===== src/rtl/reg_file_multiport.sv =====
// Purpose    : DEPTH x DATA_W register file with load/result write ports, two
//              bypassed read ports and a per-register pending scoreboard.
// Latency    : reads are registered, data and rd_valid appear one edge after rd_en.
// Backpressure: none; pending operands are reported on rd_valid, and the
//              controller holds the ALU op until a read comes back valid.
//
// Ports
//   reg_clk, reg_rst_n          clock, async active-low reset
//   wr_en/wr_addr/wr_data       load-port write
//   res_en/res_addr/res_data    ALU result write, also clears pending
//   iss_en/iss_addr             marks a register as awaiting an ALU result
//   rd_en/rd_addr1/rd_addr2     read strobe and addresses for both ports
//   rd_data1/rd_data2/rd_valid  registered read results
//   pend_any                    OR of all pending bits
module reg_file_multiport #(
  parameter int DATA_W   = 8,
  parameter int DEPTH    = 4,
  parameter int ZERO_REG = 0,
  localparam int ADDR_W  = $clog2(DEPTH)
) (
  input  logic              reg_clk,
  input  logic              reg_rst_n,
  input  logic              wr_en,
  input  logic [ADDR_W-1:0] wr_addr,
  input  logic [DATA_W-1:0] wr_data,
  input  logic              res_en,
  input  logic [ADDR_W-1:0] res_addr,
  input  logic [DATA_W-1:0] res_data,
  input  logic              iss_en,
  input  logic [ADDR_W-1:0] iss_addr,
  input  logic              rd_en,
  input  logic [ADDR_W-1:0] rd_addr1,
  input  logic [ADDR_W-1:0] rd_addr2,
  output logic [DATA_W-1:0] rd_data1,
  output logic [DATA_W-1:0] rd_data2,
  output logic              rd_valid,
  output logic              pend_any
);

  logic [DATA_W-1:0] r_regs    [DEPTH];
  logic [DEPTH-1:0]  r_pend;
  logic [DATA_W-1:0] r_rd_data1;
  logic [DATA_W-1:0] r_rd_data2;
  logic              r_rd_valid;

  logic [DATA_W-1:0] w_reg_nxt [DEPTH];
  logic [DEPTH-1:0]  w_pend_nxt;
  logic [DEPTH-1:0]  w_wr_hit;
  logic [DEPTH-1:0]  w_res_hit;
  logic [DEPTH-1:0]  w_iss_hit;
  logic [DATA_W-1:0] w_rd_val1;
  logic [DATA_W-1:0] w_rd_val2;
  logic              w_effpend1;
  logic              w_effpend2;

  // Register 0 is hardwired when ZERO_REG is set; out-of-range addresses never
  // match any index in the decode loops, so they drop writes and read as 0.
  function automatic logic writable(input int idx);
    return !((ZERO_REG != 0) && (idx == 0));
  endfunction

  // Per-register write/issue decode and next-state values.
  always_comb begin
    for (int i = 0; i < DEPTH; i++) begin
      w_wr_hit[i]  = wr_en  && (wr_addr  == ADDR_W'(i)) && writable(i);
      w_res_hit[i] = res_en && (res_addr == ADDR_W'(i)) && writable(i);
      w_iss_hit[i] = iss_en && (iss_addr == ADDR_W'(i)) && writable(i);

      // Result port wins a same-address collision with the load port.
      if (w_res_hit[i]) begin
        w_reg_nxt[i] = res_data;
      end else if (w_wr_hit[i]) begin
        w_reg_nxt[i] = wr_data;
      end else begin
        w_reg_nxt[i] = r_regs[i];
      end

      // A new issue outranks a completing result on the same register: the
      // register now waits on the newer producer.
      if (w_iss_hit[i]) begin
        w_pend_nxt[i] = 1'b1;
      end else if (w_res_hit[i]) begin
        w_pend_nxt[i] = 1'b0;
      end else begin
        w_pend_nxt[i] = r_pend[i];
      end
    end
  end

  // Read lookup. The next-state value already carries the same-cycle write
  // bypass, and a result landing this cycle satisfies a pending operand.
  always_comb begin
    w_rd_val1  = '0;
    w_rd_val2  = '0;
    w_effpend1 = 1'b0;
    w_effpend2 = 1'b0;
    for (int i = 0; i < DEPTH; i++) begin
      if (rd_addr1 == ADDR_W'(i) && writable(i)) begin
        w_rd_val1  = w_reg_nxt[i];
        w_effpend1 = r_pend[i] && !w_res_hit[i];
      end
      if (rd_addr2 == ADDR_W'(i) && writable(i)) begin
        w_rd_val2  = w_reg_nxt[i];
        w_effpend2 = r_pend[i] && !w_res_hit[i];
      end
    end
  end

  always_ff @(posedge reg_clk or negedge reg_rst_n) begin
    if (!reg_rst_n) begin
      for (int i = 0; i < DEPTH; i++) begin
        r_regs[i] <= '0;
      end
      r_pend <= '0;
    end else begin
      for (int i = 0; i < DEPTH; i++) begin
        r_regs[i] <= w_reg_nxt[i];
      end
      r_pend <= w_pend_nxt;
    end
  end

  // Read data updates on every rd_en even when an operand is still pending;
  // rd_valid tells the controller whether the pair can be consumed.
  always_ff @(posedge reg_clk or negedge reg_rst_n) begin
    if (!reg_rst_n) begin
      r_rd_data1 <= '0;
      r_rd_data2 <= '0;
      r_rd_valid <= 1'b0;
    end else begin
      if (rd_en) begin
        r_rd_data1 <= w_rd_val1;
        r_rd_data2 <= w_rd_val2;
      end
      r_rd_valid <= rd_en && !w_effpend1 && !w_effpend2;
    end
  end

  assign rd_data1 = r_rd_data1;
  assign rd_data2 = r_rd_data2;
  assign rd_valid = r_rd_valid;
  assign pend_any = |r_pend;

endmodule


===== config.mk =====
export PLATFORM = sky130hd
export DESIGN_NAME = reg_file_multiport
export DESIGN_NICKNAME = d
export VERILOG_FILES = /design/src/rtl/reg_file_multiport.sv
export SDC_FILE = /design/constraint.sdc
export NUM_CORES = 1
export LEC_CHECK = 0
export CORE_UTILIZATION = 55
export CTS_CLUSTER_SIZE = 30
export DETAILED_ROUTE_END_ITERATION = 16
export PLACE_DENSITY = 0.83
export SETUP_SLACK_MARGIN = 0.3
export SYNTH_ARGS = -nofsm -noshare
export SYNTH_HDL_FRONTEND = slang
export SYNTH_SLANG_ARGS = --single-unit

===== constraint.sdc =====
create_clock -name reg_clk -period 3.49 [get_ports reg_clk]
set_clock_uncertainty 0.2 [all_clocks]
set_input_delay 0.698 -clock reg_clk [delete_from_list [all_inputs] [get_ports reg_clk]]
set_output_delay 0.698 -clock reg_clk [all_outputs]
set_load 0.1 [all_outputs]

# After elaboration in Yosys (flattened, before gate mapping)
# Index checks and enable logic that the tools add are counted.
totals:
  ram_bits: 0
  in_bits: 32
  memories: 0
  word_cells: 92
  romBits: 0
  reg_bits: 53
  latch_bits: 0
classes:
  shifts: 0
  multipliers: 0
  add_sub_neg: 0
  n_eq_ne: 15
  n_lt_le_gt_ge: 0
  n_div: 0
  n_reduce_logical: 34
  bitwise: 0
  n_mux: 32
ops:
  columns: ["op", "count"]
  rows:
  - ["2-to-1 mux 8 bit", 16]
  - ["== test 2 bit (second input constant)", 10]
  - ["logical AND 1 bit", 18]
  - ["2-to-1 mux 1 bit", 16]
  - ["== test 2 x 1 -> 1 bit (second input constant)", 5]
  - ["zero test 2 bit", 5]
  - ["nonzero test 2 bit", 4]
  - ["zero test 1 bit", 6]
  - ["OR reduction 4 bit", 1]

# Longest topological paths before layout
# Gate-level depths: netlist of the first run.
depth:
  ltp_word: 11
  mapped_depth: 8

# Worst setup path after synthesis of the first run
# Ideal clock, no wire load.
synth_path:
  path_kind: "register to output"
  start: "reg r_pend[1]"
  end: "out pend_any"
  slack_ns: 1.267
  path_buffers: 0
  arrival_time_ns: 1.325
  path_stages_with_launch: 2
  required_ns: 2.592
  path_cell_list: "dfrtp_1 or4_1"
synth_between:
  elab_chain_len: 1
synth_rtl:
  columns: ["item", "line_no", "source"]
  rows:
  - ["from (decl)", "41", "logic [DEPTH-1:0] r_pend;"]
  - ["from (signal assigned)", "119", "r_pend <= w_pend_nxt;"]
  - ["OR reduction 4 bit", "142", "assign pend_any = |r_pend;"]
  - ["to (decl)", "37", "output logic pend_any"]
# Every way passes these cells.

# Worst setup path in the final report of the first run
layout_path:
  start: "in wr_addr[0]"
  end: "reg r_rd_data1[6] (netlist: rd_data1[6])"
layout_between:
  elab_chain_len: 8
  word_cells_on_any_way: 20
layout_rtl:
  columns: ["item", "line_no", "source"]
  rows:
  - ["from (decl)", "24", "input logic [ADDR_W-1:0] wr_addr,"]
  - ["zero test 2 bit", "65", "w_wr_hit[i] = wr_en && (wr_addr == ADDR_W'(i)) && writable(i);"]
  - ["logical AND 1 bit", "65", null]
  - ["2-to-1 mux 8 bit", "72", "end else if (w_wr_hit[i]) begin"]
  - ["2-to-1 mux 8 bit", "70", "if (w_res_hit[i]) begin"]
  - ["2-to-1 mux 8 bit (3 in series)", "98", "if (rd_addr1 == ADDR_W'(i) && writable(i)) begin"]
  - ["2-to-1 mux 8 bit (*)", "98", null]
  - ["to (signal assigned)", "132", "r_rd_data1 <= w_rd_val1;"]
  - ["to (decl)", "42", "logic [DATA_W-1:0] r_rd_data1;"]
# Mark *: on every way between the ends. The rest lies on a longest branch, timed or not.
# A chain may end at the register's enable or synchronous reset.

==> metrics.txt, run 1 <==
Post-synth EDFFs 0; CP endpoint kind flop; nets@finish 353; ANT nets after route 0; Routed Wire Length 6900 µm; Max Fclk 382 MHz; Max clock buf depth 2; drt first pass iters 4; die span in x 73.3 µm; Most Used Layer, Global Route met2; global route total overflow 0; number of CTS-inserted buffers 5; post-route minimum period 2.61 ns; PwrDens 550 nW/µm²; leakage 1.54 nW; initial antenna violation count 0; fin cells 388; most common cell in the synthesized netlist dfrtp_1; Seq cells post-synth 53; die height 73.3 µm; register area share after synthesis 47.4%; Critical Path AT 2.61 ns; DR vias 2,369; io pins 50; total core area 4820 µm²; hold-fix buffers at CTS 0; Yosys cell types 39; setup_tns 0 ns; met1 Use GR 38.7%; clock tree from TritonCTS yes; dominant synthesized flop cell dfrtp_1; dominant cell type by area after synthesis dfrtp_1; first-pass GRT wire length 11,200 µm; initial core utilization 58.0%; RSZ-0062 raised after global routing false; synthesized area 2800 µm²; number of global-route vias before repair 2,260; dpl ws 0.567 ns; post_cts resized 0; layout cells sized above 1 17.4%; area delta synth->final 20.0%; # DRC 0; Tcrit/Tclk final 74.9%; H-tree levels 2; Filler cells 396; Synth Instances 277; WS Path Type in2reg; status finished, final reports clean; gr usage total 28.0%; mean post-synth cell area 10.1 µm²; CTS root buf clkbuf_8; FP Rows 25; Tightest Hold Check Type in2async; Hold Violations, Final 0; Ys Warns 0; grt met2 use 45.9%; Die ar. 5370 µm²; largest net degree at the start of global routing 29; Placed Cells 381; # port buffers 49; crit path max fanout 8; later-pin clock latency in the skew report 0.30 ns; Initial DRC Count 224; Final Wtd Congestion 0.848; synth top area cells dfrtp_1, mux2i_1, nor2_1; post-synthesis async set-or-reset flop share 100%; Peak VDD IR 0.249 mV; syn_nets 309; Hold WS 0.196 ns; CP Launch Type primary input; Final Max Tran Viols 0; max-cap viol count 0; Worst slew margin 58.2%; met3 Use GR 4.80%; post-detail-place hpwl 4970 µm; Post-CTS Setup Bufs 0; CTS clk-pin slew, worst paths 0.09 ns; worst-margin pin slew 0.625 ns; Crit path required time 3.48 ns; vias per cell 6.11; wire per inst 17.8 µm; Final setup viols 0; final worst slack 0.875 ns; top cells by instance count after synthesis dfrtp_1, nor2_1, mux2i_1, o22ai_1, a21oi_1; area share of the largest cell type after synthesis 47.4%; Num Clock Sinks 53; diode count 0
state kept, by name (all words and copies together), names as in the netlist:
register	count
r_pend	4
r_regs	32
rd_data2	8
rd_valid	1
rd_data1	8
report_power, final:
group | switching, mW | internal (mW)
logic | 0.514 | 0.206
registers | 0.0462 | 0.726
clock network | 0.194 | 0.158
total | 0.754 | 1.09
per-layer routing:
layer | up-vias | part of all wire [%]
li1 | 1094 | -
met1 | 1171 | 44
met2 | 94 | 48
met3 | 10 | 6.8
met4 | 0 | 1.1
met5 | - | 0
cell usage in the layout, fill, tap and decap left out, types with 2 or more instances in the layout:
master and instances:
mux2i_1 33, o22ai_1 23, buf_4 24, a21oi_2 7, nand3b_1 7, a221oi_1 2
nand3_1 3, inv_1 5, nor2_1 39, o21ai_0 9, dfrtp_1 53, nor3b_1 2
a22oi_1 5, clkbuf_8 6, nor3_1 2, or3b_1 2, and3_1 4, nor3_2 12
nand2_1 14, clkdlybuf4s50_1 30, nor2b_1 2, a21oi_1 19, or3_1 2
layout make-up:
class / instances / area [µm²] / area share (%)
Tap cell: 67 / 83.8 / 2.50
Sequential cell: 53 / 1330 / 39.5
Inverter: 5 / 18.8 / 0.559
Clock buffer: 7 / 86.3 / 2.57
Multi-Input combinational cell: 201 / 1350 / 40.4
Timing Repair Buffer: 55 / 485 / 14.5
critical path: stages:
cell             delay [ns]
clkdlybuf4s50_1        0.46
nand3b_1               0.52
mux2_2                 0.45
mux2i_1                0.24
o2bb2ai_1              0.18
nor3_2                 0.05
metrics by stage:
step | util, % | power (mW) | cell area, µm²
floorplan | - | 1.31 | 2800
global placement | 67.8 | 1.49 | 3270
detailed placement | 67.8 | 1.50 | 3270
CTS | 69.6 | 1.85 | 3350
global route | 69.6 | 1.92 | 3350
finish | 69.6 | 1.84 | 3350
path summary, 6_finish.rpt:
check | from | to | slack (ns) | cells past startpoint
setup / recovery | wr_addr[0] | rd_data1[6] | 0.88 | 6
min in group reg_clk | r_pend[2] | r_pend[2] | 0.34 | 2
hold reg to reg | r_pend[2] | r_pend[2] | 0.34 | 2
max in group asynchronous | reg_rst_n | r_regs[20] | 2.27 | 2
setup reg to reg | r_pend[0] | rd_valid | 2.05 | 3
hold / removal | reg_rst_n | r_regs[18] | 0.20 | 1
cell families (layout without fill, tap and decap cells):
kind of cell    after synthesis  in the layout  synth area share, %
mux                          36             36                 13.5
buf+inv                      23             67                 4.12
flops                        53             53                 47.4
simple gates                 93             93                 18.2
compound gates               71             71                 16.4
xor+xnor                      1              1                0.313
No activity file was read; power rests on OpenSTA's default activity.
==> run 2, diff against run 1 <==
CORE_UTILIZATION = 47   (was 55)
PLACE_DENSITY = 0.75   (was 0.83)
clock period = 2.1 ns   (was 3.49 ns; I/O delays follow)
==> run 2 against run 1 <==
Clock power up 67%. Via count up 14%. Combinational power up 120%. Total power up 91%. Largest power group is now combinational logic. Highest routed layer unchanged.
==> metrics.txt, run 2 (synthesis results as in run 1) <==
Max Fclk 487 MHz; Final Max Tran Viols 0; commonest non-fill, non-tap cell in the layout dfrtp_1; first-pass GRT wire length 13,500 µm; Tcrit/Tclk final 97.9%; Top reg by flops r_regs; Final setup viols 0; CTS root buf clkbuf_8; Comb power frac 45.3%; DR vias 2,707; initial core utilization 49.8%; dpl ws -0.305 ns; wire per inst 20.0 µm; nets@finish 402; Flop pwr share 38.1%; cell area after placement 3900 µm²; Worst slew margin 75.9%; ANT nets after route 0; max-cap viol count 0; P_int 2.09 mW; CP endpoint kind output port; layout cells sized above 1 39.4%; Switching Share 40.7%; Critical Path AT 1.44 ns; # port buffers 49; Sw Pwr 1.44 mW; FP Rows 27; drt first pass iters 5; register area 1330 µm²; max reg flops 32; Hold WS 0.364 ns; Clock power frac 16.7%; # DRC 0; clock tree from TritonCTS yes; H-tree levels 2; WS Path Type reg2out; largest net degree at the start of global routing 54; fin area 4320 µm²; area delta synth->final 54.7%; status finished, final reports clean; Peak VDD IR 0.565 mV; Tightest Hold Check Type reg2reg; CP Launch Type flop; CTS clk-pin slew, worst paths 0.09 ns; Crit path required time 1.48 ns; global route total overflow 0; io pins 50; Placed Cells 421; post-detail-place hpwl 5580 µm; Final Wtd Congestion 0.877; later-pin clock latency in the skew report 0.30 ns; fin util 77.1%; diode count 0; Hold Violations, Final 0; die height 79.1 µm; post-route minimum period 2.06 ns; initial antenna violation count 0; Final Power 3.53 mW; fin cells 443; number of global-route vias before repair 2,610; Routed Wire Length 8840 µm; multi-input logic area 1620 µm²; leakage 1.97 nW; Num Clock Sinks 53; final worst slack 0.0447 ns; Filler cells 359; total core area 5610 µm²; worst-margin pin slew 0.358 ns; RSZ-0062 raised after global routing true; setup_tns 0 ns; crit path max fanout 2; Initial DRC Count 301; gr usage total 29.0%; PwrDens 816 nW/µm²; Die ar. 6260 µm²; die span in x 79.1 µm; Max clock buf depth 2; number of CTS-inserted buffers 5; most frequent cells in the layout dfrtp_1, buf_4, nor2_1; vias per cell 6.11
## run 2: power groups by stage
stage | registers (mW) | clock network [mW] | logic [mW]
after global placement | 1.34 | 0 | 1.44
after floorplan | 1.77 | 0 | 0.435
after detailed placement | 1.35 | 0 | 1.46
final | 1.34 | 0.588 | 1.60
after CTS | 1.33 | 0.583 | 1.53
after global routing | 1.36 | 0.626 | 1.66
## run 2: final timing paths
check | start | slack [ns] | end | cells after the start
hold reg to reg | r_pend[3] | 0.36 | r_pend[3] | 2
setup / recovery | r_pend[0] | 0.04 | pend_any | 2
setup reg to reg | r_pend[0] | 0.64 | rd_valid | 4
min in group asynchronous | reg_rst_n | 0.43 | rd_valid | 3
max in group asynchronous | reg_rst_n | 1.04 | r_regs[15] | 3
hold / removal | r_pend[3] | 0.36 | r_pend[3] | 2
## run 2: final cells by class
type                       instances  area share (%)
inverter                           5           0.434
timing repair buffer             104            27.3
multi-input combinational        201            37.5
clock buffer                       6            1.68
sequential                        53            30.7
tap                               72            2.08
clock inverter                     2           0.318
## run 2: worst max-delay path, stage by stage (launching register included)
cell and delay [ns]:
dfrtp_1 0.38, or4_4 0.56, buf_12 0.19
## run 2: metal layers
metal,GRT usage (%),routed length [µm],vias up,share of wire [%]
li1,-,-,1192,-
met1,38.8,3530,1328,40
met2,47.2,4420,152,50
met4,11.1,320,0,3.6
met3,4.60,569,35,6.4
met5,0,0,-,0
## run 2: timing repair
| item | CTS | global route |
|---|---|---|
| endpoints found under the hold margin | 53 | 0 |
| setup endpoints to repair | 26 | 18 |
| pin swaps | 16 | 13 |
| setup buffers | 7 | 5 |
| gates resized for setup | 45 | 33 |
| hold buffers | 1 | 0 |
| cloned | 1 | 0 |
==> run 3, diff against run 2 <==
GPL_ROUTABILITY_DRIVEN = 1   (was default)
RECOVER_POWER = 25   (was default)
==> run 3 against run 2 <==
Non-clock buffer count is the same. Sequential power is essentially flat. Sequential cell count is the same. First-iteration DRC count grew 1.7%. Worst hold slack gained 0.0024 ns. Highest routed layer unchanged. Critical endpoint unchanged. Wire length grew 0.63%. Critical path depth is the same.
==> metrics.txt, run 3 (synthesis results as in run 1) <==
register area 1330 µm²; CP Launch Type flop; DR vias 2,699; Crit path required time 1.48 ns; max-cap viol count 0; CTS clk-pin slew, worst paths 0.09 ns; Final Wtd Congestion 0.877; Top reg by flops r_regs; PwrDens 818 nW/µm²; most frequent cells in the layout dfrtp_1, buf_4, nor2_1; crit path max fanout 2; Reg2Reg Capture Point rd_valid; # DRC 0; worst-margin pin slew 0.737 ns; Die ar. 6260 µm²; Most Used Layer, Global Route met2; fin cells 443; Hold Violations, Final 0; Peak VDD IR 0.562 mV; # port buffers 49; H-tree levels 2; io pins 50; ANT nets after route 0; later-pin clock latency in the skew report 0.31 ns; initial core utilization 49.8%; CP endpoint kind output port; Num Clock Sinks 53; Tightest Hold Check Type reg2reg; vias per cell 6.09; cell area after placement 3900 µm²; post-detail-place hpwl 5580 µm; setup_tns 0 ns; commonest non-fill, non-tap cell in the layout dfrtp_1; Filler cells 359; Placed Cells 421; Critical Path AT 1.44 ns; largest net degree at the start of global routing 54; end of the worst hold path r_pend[3]; crit-path leading delay family simple AND/OR/NAND/NOR gates; total core area 5610 µm²; number of CTS-inserted buffers 5; Routed Wire Length 8900 µm; Tcrit/Tclk final 98.1%; slowest CP cell or4_4; leakage 1.97 nW; Final setup viols 0; clock tree from TritonCTS yes; diode count 0; gr usage total 29.0%; drt first pass iters 5; layout cells sized above 1 39.4%; post-route minimum period 2.06 ns; die height 79.1 µm; Max Fclk 485 MHz; Reg2Reg Depth 4; number of global-route vias before repair 2,610; status finished, final reports clean; FP Rows 27; first-pass GRT wire length 13,500 µm; Final Max Tran Viols 0; fin area 4310 µm²; global route total overflow 0; critical path cell sequence or4_4 -> buf_12; Max clock buf depth 2; crit-path max cell delay 0.56 ns; die span in x 79.1 µm; Worst slew margin 50.9%; area delta synth->final 54.3%; Initial DRC Count 306; max reg flops 32; initial antenna violation count 0; wire per inst 20.1 µm; Hold WS 0.367 ns; RSZ-0062 raised after global routing true; worst path bufs/invs 1; met1 Use GR 38.8%; R2R Setup Slk 0.63 ns; hold path startpoint r_pend[3]; WS Path Type reg2out; nets@finish 402; met3 Use GR 4.60%; CTS root buf clkbuf_8; RR Startpoint r_pend[1]; WHS Path Cells 2; grt met2 use 47.2%; multi-input logic area 1620 µm²
==> run 3: repair_timing <==
item / CTS / global route
gates cloned: 1 / 0
pin swaps: 16 / 13
buffers inserted: 7 / 5
hold endpoints to repair: 53 / 0
setup endpoints to repair: 26 / 18
gates resized for setup: 45 / 33
hold buffers: 1 / 0
==> run 3: worst reg2reg max path, stage by stage (launching register included) <==
cell     delay, ns
dfrtp_1       0.35
buf_4         0.12
nand2_1       0.06
mux4_2        0.44
and3_1        0.19
==> run 3: final cells by class <==
cell class                 count  share of cell area (%)
tap                           72                    2.09
inverter                       5                   0.435
clock buffer                   6                    1.68
clock inverter                 2                   0.319
timing repair buffer         104                    27.1
multi-input combinational    201                    37.6
sequential                    53                    30.8
==> run 3: worst max-delay path by stage <==
stage / depth (start not counted) / slack (ns) / start / endpoint
3_5_place_dp: 7 / -0.31 / wr_en / rd_data2[4]
5_1_grt: 2 / 0.02 / r_pend[0] / pend_any
2_1_floorplan: 8 / 0.29 / res_en / rd_data2[7]
4_1_cts: 2 / 0.04 / r_pend[0] / pend_any
6_report: 2 / 0.04 / r_pend[0] / pend_any
3_3_place_gp: 7 / -0.26 / wr_en / rd_data2[7]
==> run 3: layer usage <==
layer / up-vias / part of all wire (%) / wire length (µm)
li1: 1193 / - / -
met1: 1298 / 40 / 3570
met2: 172 / 50 / 4440
met3: 36 / 6.8 / 604
met4: 0 / 3.2 / 285
met5: - / 0 / 0
==> run 3: metrics by stage <==
step | utilization [%] | worst slack [ns] | total power [mW]
floorplan | - | 0.290 | 2.21
global placement | 69.5 | -0.264 | 2.78
detailed placement | 69.5 | -0.305 | 2.82
CTS | 74.8 | 0.0409 | 3.45
global route | 76.9 | 0.0175 | 3.64
finish | 76.9 | 0.0392 | 3.53
==> run 3: power by group <==
| part | switching, mW | internal (mW) | leakage (nW) |
|---|---|---|---|
| sequential | 0.135 | 1.21 | 0.604 |
| clock | 0.349 | 0.239 | 0.0456 |
| combinational | 0.953 | 0.644 | 1.32 |
